### config.mk
export PLATFORM = sky130hd
export DESIGN_NAME = stat_readout_ctrl
export DESIGN_NICKNAME = d
export VERILOG_FILES = /design/src/rtl/stat_pkg.sv /design/src/rtl/stat_rotate_timer.sv /design/src/rtl/stat_readout_ctrl.sv
export SDC_FILE = /design/constraint.sdc
export NUM_CORES = 1
export LEC_CHECK = 0
export CORE_ASPECT_RATIO = 1.25
export CORE_MARGIN = 2
export CORE_UTILIZATION = 52
export DETAILED_ROUTE_END_ITERATION = 10
export PLACE_DENSITY = 0.81
export SYNTH_ARGS = -nofsm -noshare
export SYNTH_HDL_FRONTEND = slang
export SYNTH_SLANG_ARGS = --single-unit
### constraint.sdc
create_clock -name clk -period 2.9 [get_ports clk]
set_clock_uncertainty 0.15 [all_clocks]
set_input_delay 0.435 -clock clk [delete_from_list [all_inputs] [get_ports clk]]
set_output_delay 0.435 -clock clk [all_outputs]
set_load 0.05 [all_outputs]
### src/rtl/stat_pkg.sv
// stat_pkg: state encoding, display selection codes and source mux helper for stat_readout_ctrl
package stat_pkg;
    typedef enum logic [1:0] {
        LIVE   = 2'd0,
        FROZEN = 2'd1,
        CLEAR  = 2'd2
    } state_t;

    localparam logic [1:0] SEL_TOTAL    = 2'd0;
    localparam logic [1:0] SEL_COBRANCH = 2'd1;
    localparam logic [1:0] SEL_UNBRANCH = 2'd2;
    localparam logic [1:0] SEL_PC       = 2'd3;

    function automatic logic [31:0] pick(input logic [1:0] sel, input logic [31:0] a, b, c, d);
        return sel == SEL_TOTAL ? a : sel == SEL_COBRANCH ? b : sel == SEL_UNBRANCH ? c : d;
    endfunction
endpackage

### src/rtl/stat_rotate_timer.sv
// stat_rotate_timer: counts while enabled and pulses expire on the last tick of each rotate period
module stat_rotate_timer #(
    parameter int ROTATE_TICKS = 50_000_000,
    parameter int TW = 26
) (
    input  logic clk,
    input  logic rst,
    input  logic enable,
    input  logic restart,
    output logic expire
);
    localparam logic [TW-1:0] LAST = TW'(ROTATE_TICKS - 1);
    logic [TW-1:0] cnt;
    assign expire = enable && cnt == LAST;
    always_ff @(posedge clk) begin
        if (rst || restart || !enable || expire)
            cnt <= '0;
        else
            cnt <= cnt + TW'(1);
    end
endmodule

### src/rtl/stat_readout_ctrl.sv
// stat_readout_ctrl: sequences statistic clear/freeze and multiplexes counters and PC onto the display bus
module stat_readout_ctrl
    import stat_pkg::*;
#(
    parameter int ROTATE_TICKS = 50_000_000,
    parameter int TW = 26
) (
    input  logic        clk,
    input  logic        rst,
    input  logic        halt,
    input  logic        btn_next,
    input  logic        btn_auto,
    input  logic        btn_clr,
    input  logic [31:0] total_cycle,
    input  logic [31:0] cobranch_cycle,
    input  logic [31:0] unbranch_cycle,
    input  logic [31:0] pc_value,
    output logic        stat_clr,
    output logic [31:0] disp_data,
    output logic [1:0]  disp_sel,
    output logic        frozen,
    output logic        auto_mode
);
    state_t state, state_nx;
    logic halt_d, halt_rise, expire;
    logic [31:0] snap_total, snap_cobranch, snap_unbranch, snap_pc;

    assign halt_rise = halt & ~halt_d;

    always_ff @(posedge clk) begin
        if (rst)
            state <= LIVE;
        else
            state <= state_nx;
    end

    // btn_clr outranks a freeze; CLEAR always falls back to LIVE
    always_comb begin
        state_nx = state == CLEAR ? LIVE :
                   btn_clr ? CLEAR :
                   (state == LIVE && halt_rise) ? FROZEN : state;
    end

    always_comb begin
        stat_clr = state == CLEAR;
        frozen   = state == FROZEN;
    end

    stat_rotate_timer #(.ROTATE_TICKS(ROTATE_TICKS), .TW(TW)) u_timer (
        .clk(clk),
        .rst(rst),
        .enable(auto_mode),
        .restart(btn_auto | btn_next),
        .expire(expire)
    );

    always_ff @(posedge clk) begin
        if (rst || state == CLEAR) begin
            snap_total    <= '0;
            snap_cobranch <= '0;
            snap_unbranch <= '0;
            snap_pc       <= '0;
        end else if (state_nx == FROZEN && state == LIVE) begin
            snap_total    <= total_cycle;
            snap_cobranch <= cobranch_cycle;
            snap_unbranch <= unbranch_cycle;
            snap_pc       <= pc_value;
        end
    end

    // a manual step coinciding with expiry still advances only once
    always_ff @(posedge clk) begin
        if (rst) begin
            halt_d    <= 1'b0;
            auto_mode <= 1'b0;
            disp_sel  <= SEL_TOTAL;
            disp_data <= '0;
        end else begin
            halt_d    <= halt;
            auto_mode <= auto_mode ^ btn_auto;
            disp_sel  <= disp_sel + {1'b0, btn_next | expire};
            disp_data <= frozen ? pick(disp_sel, snap_total, snap_cobranch, snap_unbranch, snap_pc)
                                : pick(disp_sel, total_cycle, cobranch_cycle, unbranch_cycle, pc_value);
        end
    end
endmodule

# == Yosys cells after proc, flatten, opt, wreduce, memory -nomap -nowiden ==
# Index checks and enable logic that the tools add are counted.
# word_totals
ff_bits,192
output_inout_bits,37
word_cells,43
# op_classes
n_addsub,2
eq_ne,6
n_mux,10
n_bitwise,5
reduce_logical,10
# op_table
op,count
$mux W32,7
$add A26 B1 Y26 const B,1
$eq A26 B26 Y1 const B,1
$eq A2 B1 Y1 const B,3
$mux W2,3
$eq A2 B2 Y1 const B,2
$logic_not A2 Y1,2
$logic_or A1 B1 Y1,4
$logic_and A1 B1 Y1,3
$add A2 B1 Y2,1
$or A1 B1 Y1,2
$and A1 B1 Y1,1
$logic_not A1 Y1,1
$not A1 Y1,1
$xor A1 B1 Y1,1

# == Depth between registers and ports, before layout ==
# Gate-level depths: netlist (run 1).
# logic_depth
depth_word,8
depth_mapped,9

# == By module ==
# From an unflattened synthesis (run 1), not the netlist that was laid out.
# unflattened
hier_cells,1077
area_unflattened_um2,10048.4
# modules_own_cells
module,instances,cells_per_inst,area_each_um2,seq_area_each_um2
stat_readout_ctrl,1,937,8777.2,3323.2
stat_rotate_timer,1,140,1271.2,520.5

# == Worst setup path before layout (run 1) ==
# No wires, ideal clock.
# synth_path
path_type,reg2reg
from,register state[1]
to,register snap_cobranch[0]
arrival_ps,1955
setup_slack_ps,663
stages_incl_launch_ff,6
n_path_buf,2
path_cell_list,dfxtp_1 > nor2b_1 > or2_1 > clkbuf_1 > clkbuf_1 > a21oi_1
# synth_between
elab_cells_between_ends,9
# synth_rtl
element,line,rtl
from (decl),stat_readout_ctrl.sv:24,"state_t state, state_nx;"
from (signal assigned),stat_readout_ctrl.sv:34,state <= state_nx;
$eq A2 B2 Y1 *,--,
via stat_clr,stat_readout_ctrl.sv:18,"output logic stat_clr,"
$mux W2,stat_readout_ctrl.sv:39,state_nx = state == CLEAR ? LIVE :
$eq A2 B1 Y1,stat_readout_ctrl.sv:63,end else if (state_nx == FROZEN && state == LIVE) begin
$logic_and A1 B1 Y1,stat_readout_ctrl.sv:63,
to (signal assigned),stat_readout_ctrl.sv:65,snap_cobranch <= cobranch_cycle;
to (decl),stat_readout_ctrl.sv:26,"logic [31:0] snap_total, snap_cobranch, snap_unbranch, snap_pc;"
# The timed path passes the listed nets; every way through them passes the cells marked *.
# A chain may end at the register's enable or synchronous reset.

# == Final worst setup path (run 1) ==
# layout_path
from,register state[1]
to,output port stat_clr
# layout_between
elab_chain_cells,1
# layout_lines
element,line,rtl
$eq A2 B2 Y1,stat_readout_ctrl.sv:45,stat_clr = state == CLEAR;
to (decl),stat_readout_ctrl.sv:18,
# Every way passes these cells.

==> results.cfg, run 1 <==
[routing]
detail_route.iter0.violations = 604
detail-route-antenna-nets = 0
drc = 0
detail_route.wl_per_cell_um = 17.3
routed_wl_mm = 21.7
route.vias.total = 7095
drt_first_pass_iters = 6
routed_via_density = 5.64

[setup_path]
rrSetupSlack_ps = 570
reg2reg_depth = 5
path_max_fanout = 6
r2r-start = state[1]
wp_data_arrival_ps = 1980
endpoint_kind = output pin
crit_type = reg2out
critical_path.startpoint_type = flip-flop
worst-endpoint-required_ps = 2320
crit-reg2reg-capture = disp_data[12]

[synth]
synthDominantAreaCellType = sky130_fd_sc_hd__dfxtp_1
postSynthCellCount = 903
ys_top_cells_by_area = sky130_fd_sc_hd__dfxtp_1, sky130_fd_sc_hd__mux4_2, sky130_fd_sc_hd__nand2_1
synth.avg_cell_area_um2 = 9.38
number_of_synthesized_register_bits = 192
netlist.area_leader.share_pct = 45.4
ys.warnings.count = 0
synth_area_mm2 = 0.00847
mappedNetlistNets = 1039
ys_seq_area_share_pct = 45.4
synth.distinct_cells = 42

[placement]
post-place-cells = 1227
globalplace.congestion = 0.805
pre_cts_ws_ps = 541
placed_area_mm2 = 0.0103
hpwlAfterDp_mm = 14.4
io_buffers = 170

[clocking]
tritoncts.num_buffers = 17
clkTransAtPathRegs_ps = 60
clkLatencyLatePin_ps = 430
number_of_sinks_on_the_clock_net = 192
cts_setup_buffers = 0
cts-root-to-sink-buffers = 2
cts_root_buf = sky130_fd_sc_hd__clkbuf_16
holdBufCountCts = 0
post_cts.resized_instances = 0
cts_max_level = 4
cts_tree = built

[sta]
final_period_demand_of_the_worst_path_ps = 2560
grt_setup_unrepaired = false
min_setup_slack_post_route_ps = 339
maxSlewViolCount = 0
worstMarginPinSlew_ps = 683
hold_violations = 0
relSlewSlack_pct = 54.5
highest_clock_frequency_the_design_can_meet_ghz = 0.391
tns_ps = 0
final-setup-viol-count = 0
timing.hold.ws_ps = 84.5
min_period_over_period_pct = 88.3

[layout]
most_common_cell_after_layout_fill_and_taps_aside = sky130_fd_sc_hd__nand2_1
area.growth.synth_to_final_pct = 29.6
post_route_cells_drive_above_1_share_pct = 12.1
layoutNonFillerInstCount = 1257
layout.nets = 1166
most-common-layout-cells = sky130_fd_sc_hd__nand2_1, sky130_fd_sc_hd__dfxtp_1, sky130_fd_sc_hd__clkdlybuf4s50_1, sky130_fd_sc_hd__a21oi_1, sky130_fd_sc_hd__mux4_2
final_cell_area_mm2 = 0.0110
num-fill-cells = 1228
num_antenna_cells = 0

[worst_hold_path]
min_delay_path_depth = 2
timing.hold.worst_endpoint = disp_sel[0]
hold_class = in2reg
beginning_of_the_worst_hold_path = rst

[power_and_ir_drop]
power-per-cell-area_mw_per_mm2 = 591
leakage_component_of_the_power_nw = 3.68
ir_drop_v = 0.000388

[floorplanning]
starting_density_of_the_core_pct = 52.7
die_y_um = 147
placementRows = 52
ioPinCount = 171
floorplan.core_area_mm2 = 0.0161
fp.dieW_um = 118
die_area_mm2 = 0.0173

[global_routing]
number_of_global_route_vias_before_repair = 7046
grt_max_degree = 129
grt_pass1_wl_mm = 35.3
antenna_found_initial = 0
globalRouteTotalUtil_pct = 25.5
total_congestion_overflow = 0

[flow_run]
max_cap_violations = 0

[run_status]
status = finished, final reports clean
[flip-flops by register name, indices dropped and copies added (netlist names)]
| register | count |
|---|---|
| snap_cobranch | 32 |
| auto_mode | 1 |
| disp_sel | 2 |
| disp_data | 32 |
| u_timer.cnt | 26 |
| snap_total | 32 |
| halt_d | 1 |
| snap_unbranch | 32 |
| state | 2 |
| snap_pc | 32 |
[layout make-up]
type | instances | area [µm²] | area share, %
clock inverter | 8 | 176 | 1.61
inverter | 3 | 11.3 | 0.103
tap | 216 | 270 | 2.46
sequential | 192 | 3850 | 35.0
timing repair buffer | 185 | 1870 | 17.0
clock buffer | 22 | 484 | 4.41
multi-input combinational | 631 | 4320 | 39.4
[kinds of logic (layout without fill, tap and decap cells)]
logic type / Yosys count / after routing / synth area share, %
flip-flops: 192 / 192 / 45.4
multiplexers: 96 / 96 / 20.8
adder cells (fa/ha/maj): 2 / 2 / 0.295
buffers and inverters: 80 / 218 / 3.94
AO/OA/AOI/OAI: 154 / 154 / 9.72
XOR/XNOR: 13 / 13 / 1.34
AND/OR/NAND/NOR: 366 / 366 / 18.5
[critical path: stages (launching register included)]
cell,delay [ps]
sky130_fd_sc_hd__dfxtp_1,420
sky130_fd_sc_hd__nor2b_1,250
sky130_fd_sc_hd__clkdlybuf4s50_1,880
[where the power goes]
part / switching [mW] / leakage, nW / internal (mW)
logic: 0.575 / 1.80 / 0.503
clock network: 0.984 / 0.323 / 1.62
registers: 0.0591 / 1.56 / 2.75
[metrics by stage]
step / util [%] / power (mW)
after global routing: 68.3 / 6.73
after CTS: 68.3 / 6.52
final: 68.3 / 6.49
after detailed placement: 64.2 / 3.94
after global placement: 64.2 / 3.92
after floorplan: - / 3.49
[how the worst max path moves through the flow]
stage,start,endpoint,depth (start not counted)
global placement,btn_next,u_timer.cnt[16],3
CTS,state[1],stat_clr,2
finish,state[1],stat_clr,2
detailed placement,btn_next,u_timer.cnt[25],3
global route,state[1],stat_clr,2
floorplan,state[1],snap_cobranch[0],5
[layer usage]
layer  part of all wire [%]  track usage, %  up-vias
met5                      0               0        -
met3                    4.5            5.20       48
met2                     53            44.2      206
met4                    3.4            10.8        0
met1                     39            30.7     3441
li1                       -               -     3400
[synth_stat cells (all sizes together)]
master / number
nand3: 10
mux4: 64
nor4b: 1
nor3: 14
o31ai: 6
or3: 7
and2: 1
or4b: 1
inv: 3
and3: 4
and4b: 1
buf: 19
nand2b: 2
nand2: 260
nor4: 2
or2: 2
a211oi: 13
ha: 2
nor2b: 4
and4: 3
nor3b: 1
clkbuf: 58
nand4: 8
nor2: 38
or4: 7
xnor2: 6
a21oi: 128
xor2: 7
dfxtp: 192
o21ai: 7
mux2i: 32
Power figures use the tool's default switching activity.
==> run 2: changes to the inputs <==
Settings changed: CAP_MARGIN set to 25, CORE_UTILIZATION 52 to 55, DONT_BUFFER_PORTS set to 1, PLACE_DENSITY 0.81 to 0.7.
==> run 2 against run 1 <==
Maximum frequency is 3.3% higher. Combinational power fell by 29%. Via count increased by 0.35%. Critical path depth rose by 1. Power fell by 7.5%. Register-to-register slack worse by 110 ps. Clock power shrank 13%. Sequential share of layout area increased by 1.7 points. Final cell count fell by 5.6%. Highest routed layer unchanged.
==> results.cfg, run 2 (synthesis gave the netlist of run 1 again) <==
[worst_hold_path]
timing.hold.worst_endpoint = snap_pc[15]
hold_class = in2reg
beginning_of_the_worst_hold_path = pc_value[15]
min_delay_path_depth = 2

[routing]
detail_route.wl_per_cell_um = 19.2
detail-route-antenna-nets = 0
routed_via_density = 6.00
detail_route.iter0.violations = 602
route.vias.total = 7120
drc = 0
routed_wl_mm = 22.8
drt_first_pass_iters = 5

[power_and_ir_drop]
power-per-cell-area_mw_per_mm2 = 573
leakage_component_of_the_power_nw = 3.54
total_power_mw = 6.01
ir_drop_v = 0.000386

[setup_path]
crit_type = reg2out
r2r-start = u_timer.cnt[0]
wp_data_arrival_ps = 1890
reg2reg_depth = 5
path_max_fanout = 16
critical_path.startpoint_type = flip-flop
worst-endpoint-required_ps = 2320
endpoint_kind = output pin
rrSetupSlack_ps = 460
crit-reg2reg-capture = u_timer.cnt[22]

[layout]
area_of_the_multi_input_gates_mm2 = 0.00432
post_route_cells_drive_above_1_share_pct = 12.5
num-fill-cells = 1069
most_common_cell_after_layout_fill_and_taps_aside = sky130_fd_sc_hd__nand2_1
layout.nets = 1127
layoutNonFillerInstCount = 1186
final_core_util_pct = 69.7
final_cell_area_mm2 = 0.0105
most-common-layout-cells = sky130_fd_sc_hd__nand2_1, sky130_fd_sc_hd__dfxtp_1, sky130_fd_sc_hd__dlygate4sd3_1, sky130_fd_sc_hd__a21oi_1, sky130_fd_sc_hd__mux4_2
area.growth.synth_to_final_pct = 23.6
seq_area_mm2 = 0.00385
num_antenna_cells = 0

[clocking]
post_cts.resized_instances = 0
number_of_sinks_on_the_clock_net = 192
tritoncts.num_buffers = 17
cts-root-to-sink-buffers = 2
cts_tree = built
cts_root_buf = sky130_fd_sc_hd__clkbuf_16
clkLatencyLatePin_ps = 430
clkTransAtPathRegs_ps = 70
cts_max_level = 4

[placement]
hpwlAfterDp_mm = 13.0
globalplace.congestion = 0.812
post-place-cells = 1024
placed_area_mm2 = 0.00859
pre_cts_ws_ps = 488
io_buffers = 0

[sta]
hold_violations = 0
final_period_demand_of_the_worst_path_ps = 2480
grt_setup_unrepaired = false
maxSlewViolCount = 0
highest_clock_frequency_the_design_can_meet_ghz = 0.403
min_period_over_period_pct = 85.5
worstMarginPinSlew_ps = 789
tns_ps = 0
relSlewSlack_pct = 47.4
timing.hold.ws_ps = 21.1
final-setup-viol-count = 0
min_setup_slack_post_route_ps = 421

[global_routing]
grt_pass1_wl_mm = 36.2
total_congestion_overflow = 0
grt_max_degree = 101
antenna_found_initial = 0
globalRouteTotalUtil_pct = 28.0
number_of_global_route_vias_before_repair = 7345

[floorplanning]
die_area_mm2 = 0.0164
starting_density_of_the_core_pct = 56.4
die_y_um = 143
floorplan.core_area_mm2 = 0.0150
placementRows = 50
fp.dieW_um = 115
ioPinCount = 171

[flow_run]
max_cap_violations = 0

[run_status]
status = finished, final reports clean
==> run 2: area by class of cell <==
type / instances / share of cell area (%)
Clock inverter: 8 / 0.765
Clock buffer: 24 / 4.70
Multi-Input combinational cell: 631 / 41.3
Inverter: 3 / 0.108
Tap cell: 182 / 2.17
Timing Repair Buffer: 146 / 14.3
Sequential cell: 192 / 36.7
==> run 2: how the worst max path moves through the flow <==
stage / from / end / cells past startpoint
after floorplan: state[1] / snap_cobranch[0] / 5
after global placement: u_timer.cnt[0] / u_timer.cnt[24] / 5
after detailed placement: u_timer.cnt[0] / u_timer.cnt[22] / 5
after CTS: state[0] / frozen / 3
after global routing: state[0] / frozen / 3
final: state[0] / frozen / 3
==> run 2: critical path, stage by stage (launching register included) <==
cell and delay [ps]:
sky130_fd_sc_hd__dfxtp_1 450, sky130_fd_sc_hd__nand2b_4 250, sky130_fd_sc_hd__inv_2 460, sky130_fd_sc_hd__buf_4 290
==> run 2: power by group <==
group          total [mW]  switching [mW]  leakage, nW  internal (mW)
registers            2.97           0.223         1.56           2.75
clock network        2.27           0.990        0.284           1.28
logic               0.765           0.376         1.70          0.389
total                6.01            1.59         3.54           4.42
==> run 2: timing repair <==
| item | 4_1_cts | 5_1_grt |
|---|---|---|
| endpoints found under the hold margin | 164 | 0 |
| hold buffers | 130 | 0 |
| setup buffers | 0 | 0 |
==> run 2: routing by layer <==
metal / vias up / global-route usage (%) / wire length [µm] / part of all wire [%]
met5: - / 0 / 0 / 0
met4: 0 / 14.3 / 820 / 3.6
met3: 73 / 6.37 / 1580 / 6.9
met2: 312 / 49.3 / 11900 / 52
met1: 3422 / 31.5 / 8550 / 37
li1: 3313 / - / - / -
==> run 3: changes to the inputs <==
Settings changed: PLACE_DENSITY 0.7 to not set, PLACE_DENSITY_LB_ADDON set to 0.2.
==> run 3 against run 2 <==
First-iteration DRC count increased by 5.3%. Sequential share of layout area increased by 0.12 points. Global-route usage decreased by 0.10 points. Utilization decreased by 0.23 points. Worst hold slack got worse by 5.8 ps. Via count decreased by 0.15%. Power increased by 0.53%. Worst setup slack improved by 51 ps. Critical path depth increased by 2. Final cell count decreased by 0.51%. Clock-buffer cell count decreased by 2. Largest power group unchanged. Highest routed layer unchanged.
==> results.cfg, run 3 (synthesis gave the netlist of run 1 again) <==
[sta]
grt_setup_unrepaired = false
highest_clock_frequency_the_design_can_meet_ghz = 0.412
maxSlewViolCount = 0
final_period_demand_of_the_worst_path_ps = 2430
min_period_over_period_pct = 83.7
worstMarginPinSlew_ps = 860
hold_violations = 0
tns_ps = 0
final-setup-viol-count = 0
relSlewSlack_pct = 42.7

[floorplanning]
starting_density_of_the_core_pct = 56.4
fp.dieW_um = 115
ioPinCount = 171
placementRows = 50
die_area_mm2 = 0.0164
floorplan.core_area_mm2 = 0.0150
die_y_um = 143

[clocking]
cts_root_buf = sky130_fd_sc_hd__clkbuf_16
tritoncts.num_buffers = 17
cts-root-to-sink-buffers = 2
clkLatencyLatePin_ps = 420
cts_tree = built
cts_max_level = 4
cts_setup_buffers = 0
number_of_sinks_on_the_clock_net = 192
clkTransAtPathRegs_ps = 70

[setup_path]
max_stage_delay_ps = 630
slowest_stage = sky130_fd_sc_hd__or4_1
cp_num_buf_inv = 0
worst-endpoint-required_ps = 3080
critical_path.startpoint_type = flip-flop
endpoint_kind = flip-flop
crit_type = reg2reg
cell_type_group_with_the_largest_total_delay_on_the_critical_path = simple AND/OR/NAND/NOR gates
path_max_fanout = 13
path_cells = ha_1, and3_1, nand4_1, or4_1, a211oi_1
wp_data_arrival_ps = 2610

[run_status]
status = finished, final reports clean

[global_routing]
grt_pass1_wl_mm = 36.0
globalRouteTotalUtil_pct = 27.9
total_congestion_overflow = 0
number_of_global_route_vias_before_repair = 7266
antenna_found_initial = 0
grt_max_degree = 106

[layout]
area.growth.synth_to_final_pct = 23.2
layout.nets = 1122
layoutNonFillerInstCount = 1180
most_common_cell_after_layout_fill_and_taps_aside = sky130_fd_sc_hd__nand2_1
post_route_cells_drive_above_1_share_pct = 12.4
final_cell_area_mm2 = 0.0104
num_antenna_cells = 0
num-fill-cells = 1117
most-common-layout-cells = sky130_fd_sc_hd__nand2_1, sky130_fd_sc_hd__dfxtp_1, sky130_fd_sc_hd__a21oi_1, sky130_fd_sc_hd__dlygate4sd3_1, sky130_fd_sc_hd__mux4_2
final_core_util_pct = 69.5

[routing]
detail-route-antenna-nets = 0
route.vias.total = 7109
drt_first_pass_iters = 7
drc = 0
detail_route.wl_per_cell_um = 19.1
detail_route.iter0.violations = 634
routed_via_density = 6.02
routed_wl_mm = 22.6

[placement]
globalplace.congestion = 0.815
placed_area_mm2 = 0.00857
io_buffers = 0
post-place-cells = 1022
hpwlAfterDp_mm = 12.8

[flow_run]
max_cap_violations = 0

[power_and_ir_drop]
power-per-cell-area_mw_per_mm2 = 578
ir_drop_v = 0.000321
leakage_component_of_the_power_nw = 3.52

[worst_hold_path]
hold_class = in2reg
-- run 3: cell types whose count changed in the layout (fill, tap and decap cells not counted) --
| cell | change |
|---|---|
| sky130_fd_sc_hd__buf_4 | -2 |
| sky130_fd_sc_hd__dlygate4sd3_1 | -3 |
| sky130_fd_sc_hd__clkbuf_8 | -1 |
| sky130_fd_sc_hd__clkinv_4 | -3 |
| sky130_fd_sc_hd__clkbuf_1 | -1 |
| sky130_fd_sc_hd__inv_6 | +1 |
| sky130_fd_sc_hd__clkinvlp_4 | +2 |
| sky130_fd_sc_hd__bufinv_16 | +1 |
-- run 3: path summary, 6_finish.rpt --
check / end / slack (ps) / cells past startpoint / startpoint
hold reg to reg: snap_unbranch[29] / 300 / 2 / snap_unbranch[29]
hold / removal: snap_total[1] / 20 / 2 / total_cycle[1]
setup reg to reg: u_timer.cnt[22] / 470 / 5 / u_timer.cnt[0]
setup / recovery: u_timer.cnt[22] / 470 / 5 / u_timer.cnt[0]
-- run 3: report_power, final --
part | leakage, nW | switching, mW | total, mW | internal (mW)
clock | 0.282 | 0.970 | 2.31 | 1.34
combinational | 1.68 | 0.377 | 0.761 | 0.384
sequential | 1.56 | 0.221 | 2.97 | 2.75
total | 3.52 | 1.57 | 6.04 | 4.47
-- run 3: metrics by stage --
step / hold slack [ps] / power [mW] / setup WS [ps]
after floorplan: 283 / 3.49 / 663
after global placement: 288 / 3.60 / 627
after detailed placement: 296 / 3.62 / 499
after CTS: 0.132 / 6.07 / 465
after global routing: 0.922 / 6.28 / 269
final: 15.3 / 6.04 / 471
-- run 3: layout make-up --
class,count,area [µm²],share of cell area [%]
multi-input combinational,631,4320,41.4
sequential,192,3850,36.9
timing repair buffer,141,1450,13.9
clock buffer,22,474,4.54
tap,182,228,2.18
clock inverter,9,108,1.03
inverter,3,11.3,0.108
-- run 3: repair_timing --
| item | CTS | global route |
|---|---|---|
| endpoints found under the setup margin | 0 | 0 |
| hold buffers | 126 | 1 |
| endpoints found under the hold margin | 161 | 1 |
| gates resized for setup | 0 | 0 |
-- run 3: routing by layer --
metal | share of wire [%] | GRT usage, % | vias up
met3 | 6.8 | 7.72 | 49
met4 | 2.5 | 10.6 | 0
met5 | 0 | 0 | -
li1 | - | - | 3318
met1 | 39 | 32.7 | 3445
met2 | 52 | 48.5 | 297
